**src/rtl/uart_echo_fifo.sv**
```systemverilog
`default_nettype none
// ============================================================================
//  Module      : uart_echo_fifo
//  Description : Buffered UART echo engine. Good received bytes are queued in
//                a FIFO, transformed at pop time (pass / invert / case swap /
//                silent) and relaunched to the uart core with a
//                start/busy handshake. Exposes last byte, FIFO level, a sticky
//                overflow flag and saturating statistics counters.
//  Revision    : 1.0 - initial release
// ============================================================================
module uart_echo_fifo #(
   parameter int DATA_WIDTH = 8,
   parameter int FIFO_DEPTH = 16,
   parameter int CNT_WIDTH  = 16
) (
   input  logic                            clk,
   input  logic                            rst_n,
   input  logic [1:0]                      mode,
   input  logic                            clear_stats,
   input  logic                            rx_valid,
   input  logic [DATA_WIDTH-1:0]           rx_data,
   input  logic                            rx_error,
   input  logic                            tx_busy,
   output logic                            tx_start,
   output logic [DATA_WIDTH-1:0]           tx_data,
   output logic [DATA_WIDTH-1:0]           last_byte,
   output logic [$clog2(FIFO_DEPTH):0]     fifo_level,
   output logic                            overflow,
   output logic [CNT_WIDTH-1:0]            rx_count,
   output logic [CNT_WIDTH-1:0]            drop_count
);

   localparam int PTR_W = $clog2(FIFO_DEPTH);
   localparam int LVL_W = PTR_W + 1;

   localparam logic [PTR_W-1:0]     c_ptr_one  = PTR_W'(1);
   localparam logic [LVL_W-1:0]     c_lvl_one  = LVL_W'(1);
   localparam logic [LVL_W-1:0]     c_lvl_full = LVL_W'(FIFO_DEPTH);
   localparam logic [CNT_WIDTH-1:0] c_cnt_one  = CNT_WIDTH'(1);
   localparam logic [CNT_WIDTH-1:0] c_cnt_max  = '1;

   localparam logic [1:0] c_mode_pass   = 2'b00;
   localparam logic [1:0] c_mode_invert = 2'b01;
   localparam logic [1:0] c_mode_swap   = 2'b10;
   localparam logic [1:0] c_mode_silent = 2'b11;

   typedef enum logic [1:0] {
      ST_IDLE   = 2'd0,
      ST_LAUNCH = 2'd1,
      ST_WAIT   = 2'd2
   } state_t;

   // ------------------------------------------------------------------------
   // State
   // ------------------------------------------------------------------------
   state_t                  state_q,      state_d;
   logic [DATA_WIDTH-1:0]   mem_q [FIFO_DEPTH];
   logic [DATA_WIDTH-1:0]   mem_d [FIFO_DEPTH];
   logic [PTR_W-1:0]        wr_ptr_q,     wr_ptr_d;
   logic [PTR_W-1:0]        rd_ptr_q,     rd_ptr_d;
   logic [LVL_W-1:0]        level_q,      level_d;
   logic                    tx_start_q,   tx_start_d;
   logic [DATA_WIDTH-1:0]   tx_data_q,    tx_data_d;
   logic [DATA_WIDTH-1:0]   last_byte_q,  last_byte_d;
   logic                    overflow_q,   overflow_d;
   logic [CNT_WIDTH-1:0]    rx_count_q,   rx_count_d;
   logic [CNT_WIDTH-1:0]    drop_count_q, drop_count_d;

   logic                    w_empty;
   logic                    w_full;
   logic                    w_push_req;
   logic                    w_push_ok;
   logic                    w_push_rej;
   logic                    w_pop;
   logic [DATA_WIDTH-1:0]   w_head;
   logic [DATA_WIDTH-1:0]   w_swap;
   logic [DATA_WIDTH-1:0]   w_xform;

   assign w_empty    = (level_q == '0);
   assign w_full     = (level_q == c_lvl_full);
   assign w_head     = mem_q[rd_ptr_q];
   assign w_push_req = rx_valid & ~rx_error;
   // A full FIFO still takes a byte when the head leaves on the same edge.
   assign w_push_ok  = w_push_req & (~w_full | w_pop);
   assign w_push_rej = w_push_req & w_full & ~w_pop;
   // Pops only happen from IDLE with an idle core; silent mode drops the byte.
   assign w_pop      = (state_q == ST_IDLE) & ~w_empty & ~tx_busy;

   // ASCII case swap only makes sense for byte-wide data; wider paths pass.
   generate
      if (DATA_WIDTH == 8) begin : g_swap_ascii
         logic w_is_alpha;
         assign w_is_alpha = ((w_head >= 8'h41) && (w_head <= 8'h5A)) ||
                             ((w_head >= 8'h61) && (w_head <= 8'h7A));
         assign w_swap     = w_is_alpha ? (w_head ^ 8'h20) : w_head;
      end else begin : g_swap_pass
         assign w_swap = w_head;
      end
   endgenerate

   // Transform of the FIFO head selected by the mode sampled at pop time.
   always_comb begin
      w_xform = w_head;
      case (mode)
         c_mode_pass:   w_xform = w_head;
         c_mode_invert: w_xform = ~w_head;
         c_mode_swap:   w_xform = w_swap;
         default:       w_xform = w_head;
      endcase
   end

   // FIFO storage, pointers and occupancy update.
   always_comb begin
      mem_d    = mem_q;
      wr_ptr_d = wr_ptr_q;
      rd_ptr_d = rd_ptr_q;
      level_d  = level_q;
      if (w_push_ok) begin
         mem_d[wr_ptr_q] = rx_data;
         wr_ptr_d        = wr_ptr_q + c_ptr_one;
      end
      if (w_pop) begin
         rd_ptr_d = rd_ptr_q + c_ptr_one;
      end
      if (w_push_ok && !w_pop) begin
         level_d = level_q + c_lvl_one;
      end else if (!w_push_ok && w_pop) begin
         level_d = level_q - c_lvl_one;
      end
   end

   // Transmit handshake FSM: launch, hold until busy seen, wait for idle.
   always_comb begin
      state_d    = state_q;
      tx_start_d = tx_start_q;
      tx_data_d  = tx_data_q;
      case (state_q)
         ST_IDLE: begin
            tx_start_d = 1'b0;
            if (w_pop && (mode != c_mode_silent)) begin
               tx_data_d  = w_xform;
               tx_start_d = 1'b1;
               state_d    = ST_LAUNCH;
            end
         end
         ST_LAUNCH: begin
            if (tx_busy) begin
               tx_start_d = 1'b0;
               state_d    = ST_WAIT;
            end
         end
         ST_WAIT: begin
            tx_start_d = 1'b0;
            if (!tx_busy) begin
               state_d = ST_IDLE;
            end
         end
         default: begin
            tx_start_d = 1'b0;
            state_d    = ST_IDLE;
         end
      endcase
   end

   // Last byte, sticky overflow and saturating counters; clear wins.
   always_comb begin
      last_byte_d  = last_byte_q;
      overflow_d   = overflow_q;
      rx_count_d   = rx_count_q;
      drop_count_d = drop_count_q;
      if (w_push_ok) begin
         last_byte_d = rx_data;
         if (rx_count_q != c_cnt_max) begin
            rx_count_d = rx_count_q + c_cnt_one;
         end
      end
      if (w_push_rej) begin
         overflow_d = 1'b1;
      end
      if ((w_push_rej || (rx_valid && rx_error)) && (drop_count_q != c_cnt_max)) begin
         drop_count_d = drop_count_q + c_cnt_one;
      end
      if (clear_stats) begin
         overflow_d   = 1'b0;
         rx_count_d   = '0;
         drop_count_d = '0;
      end
   end

   // Register everything; reset asserts asynchronously.
   always_ff @(posedge clk or negedge rst_n) begin
      if (!rst_n) begin
         state_q      <= ST_IDLE;
         for (int i = 0; i < FIFO_DEPTH; i++) begin
            mem_q[i] <= '0;
         end
         wr_ptr_q     <= '0;
         rd_ptr_q     <= '0;
         level_q      <= '0;
         tx_start_q   <= 1'b0;
         tx_data_q    <= '0;
         last_byte_q  <= '0;
         overflow_q   <= 1'b0;
         rx_count_q   <= '0;
         drop_count_q <= '0;
      end else begin
         state_q      <= state_d;
         mem_q        <= mem_d;
         wr_ptr_q     <= wr_ptr_d;
         rd_ptr_q     <= rd_ptr_d;
         level_q      <= level_d;
         tx_start_q   <= tx_start_d;
         tx_data_q    <= tx_data_d;
         last_byte_q  <= last_byte_d;
         overflow_q   <= overflow_d;
         rx_count_q   <= rx_count_d;
         drop_count_q <= drop_count_d;
      end
   end

   assign tx_start   = tx_start_q;
   assign tx_data    = tx_data_q;
   assign last_byte  = last_byte_q;
   assign fifo_level = level_q;
   assign overflow   = overflow_q;
   assign rx_count   = rx_count_q;
   assign drop_count = drop_count_q;

endmodule
`default_nettype wire

```
**config.mk**
```make
export PLATFORM = sky130hd
export DESIGN_NAME = uart_echo_fifo
export DESIGN_NICKNAME = d
export VERILOG_FILES = /design/src/rtl/uart_echo_fifo.sv
export SDC_FILE = /design/constraint.sdc
export NUM_CORES = 1
export LEC_CHECK = 0
export BUFFER_PORTS_ARGS = -buffer_cell sky130_fd_sc_hd__buf_2
export CORE_ASPECT_RATIO = 0.75
export CORE_MARGIN = 2
export CORE_UTILIZATION = 60
export DETAILED_ROUTE_END_ITERATION = 10
export PLACE_DENSITY = 0.91
export SETUP_SLACK_MARGIN = 0.15
export SLEW_MARGIN = 10
export SYNTH_ARGS = -nofsm -noshare
export SYNTH_HDL_FRONTEND = slang
export SYNTH_SLANG_ARGS = --single-unit
```
**constraint.sdc**
```tcl
create_clock -name clk -period 6.7 [get_ports clk]
set_input_delay 0.335 -clock clk [delete_from_list [all_inputs] [get_ports clk]]
set_output_delay 0.335 -clock clk [all_outputs]
set_load 0.01 [all_outputs]
```
==> impl_metrics.json <==
{
  "status": "finished with violations",
  "violations": "negative hold slack",
  "synth_edf_count": 0,
  "area_growth_pct": 11.9,
  "crit_slowest_cell": "inv_1",
  "fin_skew_ns": 0.00739,
  "syn_area_per_cell_um2": 13.0,
  "cts_resized": 0,
  "clk_latency_ns": 0.44,
  "die_h_um": 110,
  "clock_sinks": 193,
  "hold_buffers": 0,
  "vias": 5853,
  "setup.worst_path.end_class": "register",
  "finalCoreUtilization_pct": 69.1,
  "row_count": 38,
  "cts_buffer_depth": 2,
  "hold_path_class": "in2async",
  "synthTopCellsByCount": "dfrtp_1 (193), mux2_2 (126), nand2_1 (75)",
  "finalCriticalPeriod_ns": 3.52,
  "ys_warn_count": 0,
  "finalCritPeriodShare_pct": 52.6,
  "grt_pass1_vias": 6034,
  "critical_path_required_ns": 7.02,
  "core_um2": 14500,
  "route.detailed.drc": 0,
  "placed_area_um2": 9470,
  "max-vdd-ir-drop_mv": 0.216,
  "grt.overflow.total": 0,
  "drive_gt1_share_pct": 34.9,
  "fmax_mhz": 284,
  "first_pass_iters": 5,
  "yosysTopAreaCell": "dfrtp_1",
  "final_antenna_net_count": 0,
  "synth_area_um2": 8990,
  "io_buffers": 70,
  "p_leak_uw": 0.00475,
  "cts_tree": "built",
  "final_nets": 781,
  "hpwlAfterDp_um": 13300,
  "drtIter0Drc": 455,
  "gp_congestion": 0.901,
  "synth.most_common_cell": "dfrtp_1",
  "synthFlopType": "dfrtp_1",
  "use_met3_pct": 7.12,
  "critPathLaunchType": "register",
  "p_per_area_nw_per_um2": 430,
  "r2r-end": "fifo_level[4]",
  "timing.setup.tns_ns": 0,
  "ioPinCount": 71,
  "setup_violations": 0,
  "busiest_layer": "met2",
  "crit_chain": "or3_1, nand3_1, nand2_1, inv_1, ha_1, inv_1, ha_1, a21o_1, a21oi_1, xnor2_1, nor2_1, xnor2_1",
  "slowest_delay_ns": 0.60,
  "syn_inst": 691,
  "async_reset_ff_share_pct": 100,
  "crit_buf_inv": 2,
  "wire_per_inst_um": 20.8,
  "r2r_slack_ns": 3.18,
  "ys_types": 41,
  "track_usage_pct": 26.6,
  "fin_hold_ws_ns": -0.00860,
  "antenna_cells": 0,
  "ys_ff_latch": 193,
  "hold_viol_final": 4,
  "synthTopCellsByArea": "dfrtp_1 (54%), mux2_2 (16%), mux4_2 (8.8%)",
  "drv_cap": 0,
  "critPathArrivalTime_ns": 3.84,
  "worst_r2r_path_depth": 12,
  "rsz0062_at_grt": "no",
  "crit_type": "reg2reg",
  "maxSlewHeadroom_pct": 31.2,
  "path_max_fanout": 20,
  "grt_first_pass_wirelength_um": 32200,
  "ys_seq_area_share_pct": 53.7,
  "die_w_um": 145,
  "die_area_um2": 16000,
  "h-tree-depth": 4,
  "synth_top_area_share_pct": 53.7,
  "tightest_slew_ns": 1.03,
  "clk_pin_slew_worst_paths_ns": 0.06,
  "use_met2_pct": 44.1,
  "cpLargestDelayFamily": "simple AND/OR/NAND/NOR gates",
  "synth_nets": 722,
  "grt_use_met1_pct": 34.6,
  "cts_buffers": 17,
  "drt_wl_total_um": 20000,
  "reg2reg_from": "state_q[1]",
  "cts_root_buf": "clkbuf_16",
  "slew_viol_final": 0,
  "post_cts_buffers": 0,
  "viasPerCell": 6.08,
  "grt_start_max_net_pins": 111,
  "initial_core_util_pct": 61.8,
  "stdcell_area_um2": 10100,
  "antenna_found_initial": 0
}
cells in the final DEF, fill, tap and decap left out, types with 6 or more instances in the layout:
master,instances
a22oi_1,8
or3_1,6
clkbuf_8,6
o21ai_0,16
xor2_1,17
mux2_2,126
mux4_2,35
clkbuf_16,17
buf_2,69
mux2i_1,9
inv_1,19
xnor2_1,22
nand3_1,15
dfrtp_1,192
ha_1,14
nand2_1,75
a21oi_1,9
nor2_1,46
nand4_1,10
metrics by stage:
| stage | total power [uW] | setup WS (ns) | hold slack (ns) | instances |
|---|---|---|---|---|
| finish | 4330 | 3.18 | -0.00860 | 962 |
| global route | 4540 | 2.95 | 0.0544 | 962 |
| CTS | 4320 | 3.22 | 0.0363 | 962 |
| detailed placement | 3300 | 3.28 | 0.467 | 931 |
| global placement | 3160 | 3.54 | 0.458 | 931 |
| floorplan | 2880 | 3.83 | 0.0394 | 691 |
flip-flops by register name (all words and copies together), names as in the netlist:
register    flops
drop_count     16
state_q         2
fifo_level      5
rd_ptr_q        4
wr_ptr_q        4
last_byte       8
overflow        1
tx_data         8
rx_count       16
mem_q         128
tx_start        1
logic make-up after synthesis:
| group | Yosys count | share of synthesized area (%) |
|---|---|---|
| DFF | 193 | 53.7 |
| and+or+nand+nor | 177 | 9.05 |
| muxes | 172 | 25.8 |
| buffers and inverters | 52 | 2.49 |
| AOI/OAI and AO/OA | 43 | 2.98 |
| xor gates and xnor gates | 39 | 3.80 |
| adders and majority gates | 15 | 2.17 |
area by class of cell:
cell class,instances,area (um^2)
multi-input cells,446,3940
clock buffers,27,513
repair buffers,73,382
well taps,200,250
flip-flops and latches,193,4830
clock inverters,4,72.6
inverters,19,71.3
fillers,955,4490
how the worst max path moves through the flow:
stage / startpoint / end / depth (start not counted)
global route: state_q[1] / fifo_level[4] / 12
floorplan: state_q[1] / fifo_level[4] / 14
detailed placement: state_q[1] / fifo_level[4] / 12
finish: state_q[1] / fifo_level[4] / 12
CTS: state_q[1] / fifo_level[4] / 12
global placement: tx_busy / fifo_level[4] / 13
power by group:
group	switching (uW)	internal, uW	leakage [uW]	total [uW]
Clock	424	598	0.000284	1020
Sequential	269	1560	0.00251	1830
Combinational	704	769	0.00195	1470
Total	1400	2930	0.00475	4330
layer usage:
| metal | share of wire [%] | wire length, um |
|---|---|---|
| met1 | 42 | 8420 |
| met2 | 49 | 9880 |
| met3 | 6.3 | 1260 |
| met4 | 2.0 | 405 |
| met5 | 0 | 0 |
worst reg2reg max path: cells and delay by family (launching register included):
kind            cells  cell delay (ns)
simple gates        4             0.94
xor+xnor            2             0.29
compound gates      2             0.38
buf+inv             2             0.71
fa+ha+maj           2             0.68
flops               1             0.40
No activity file was read; power rests on OpenSTA's default activity.
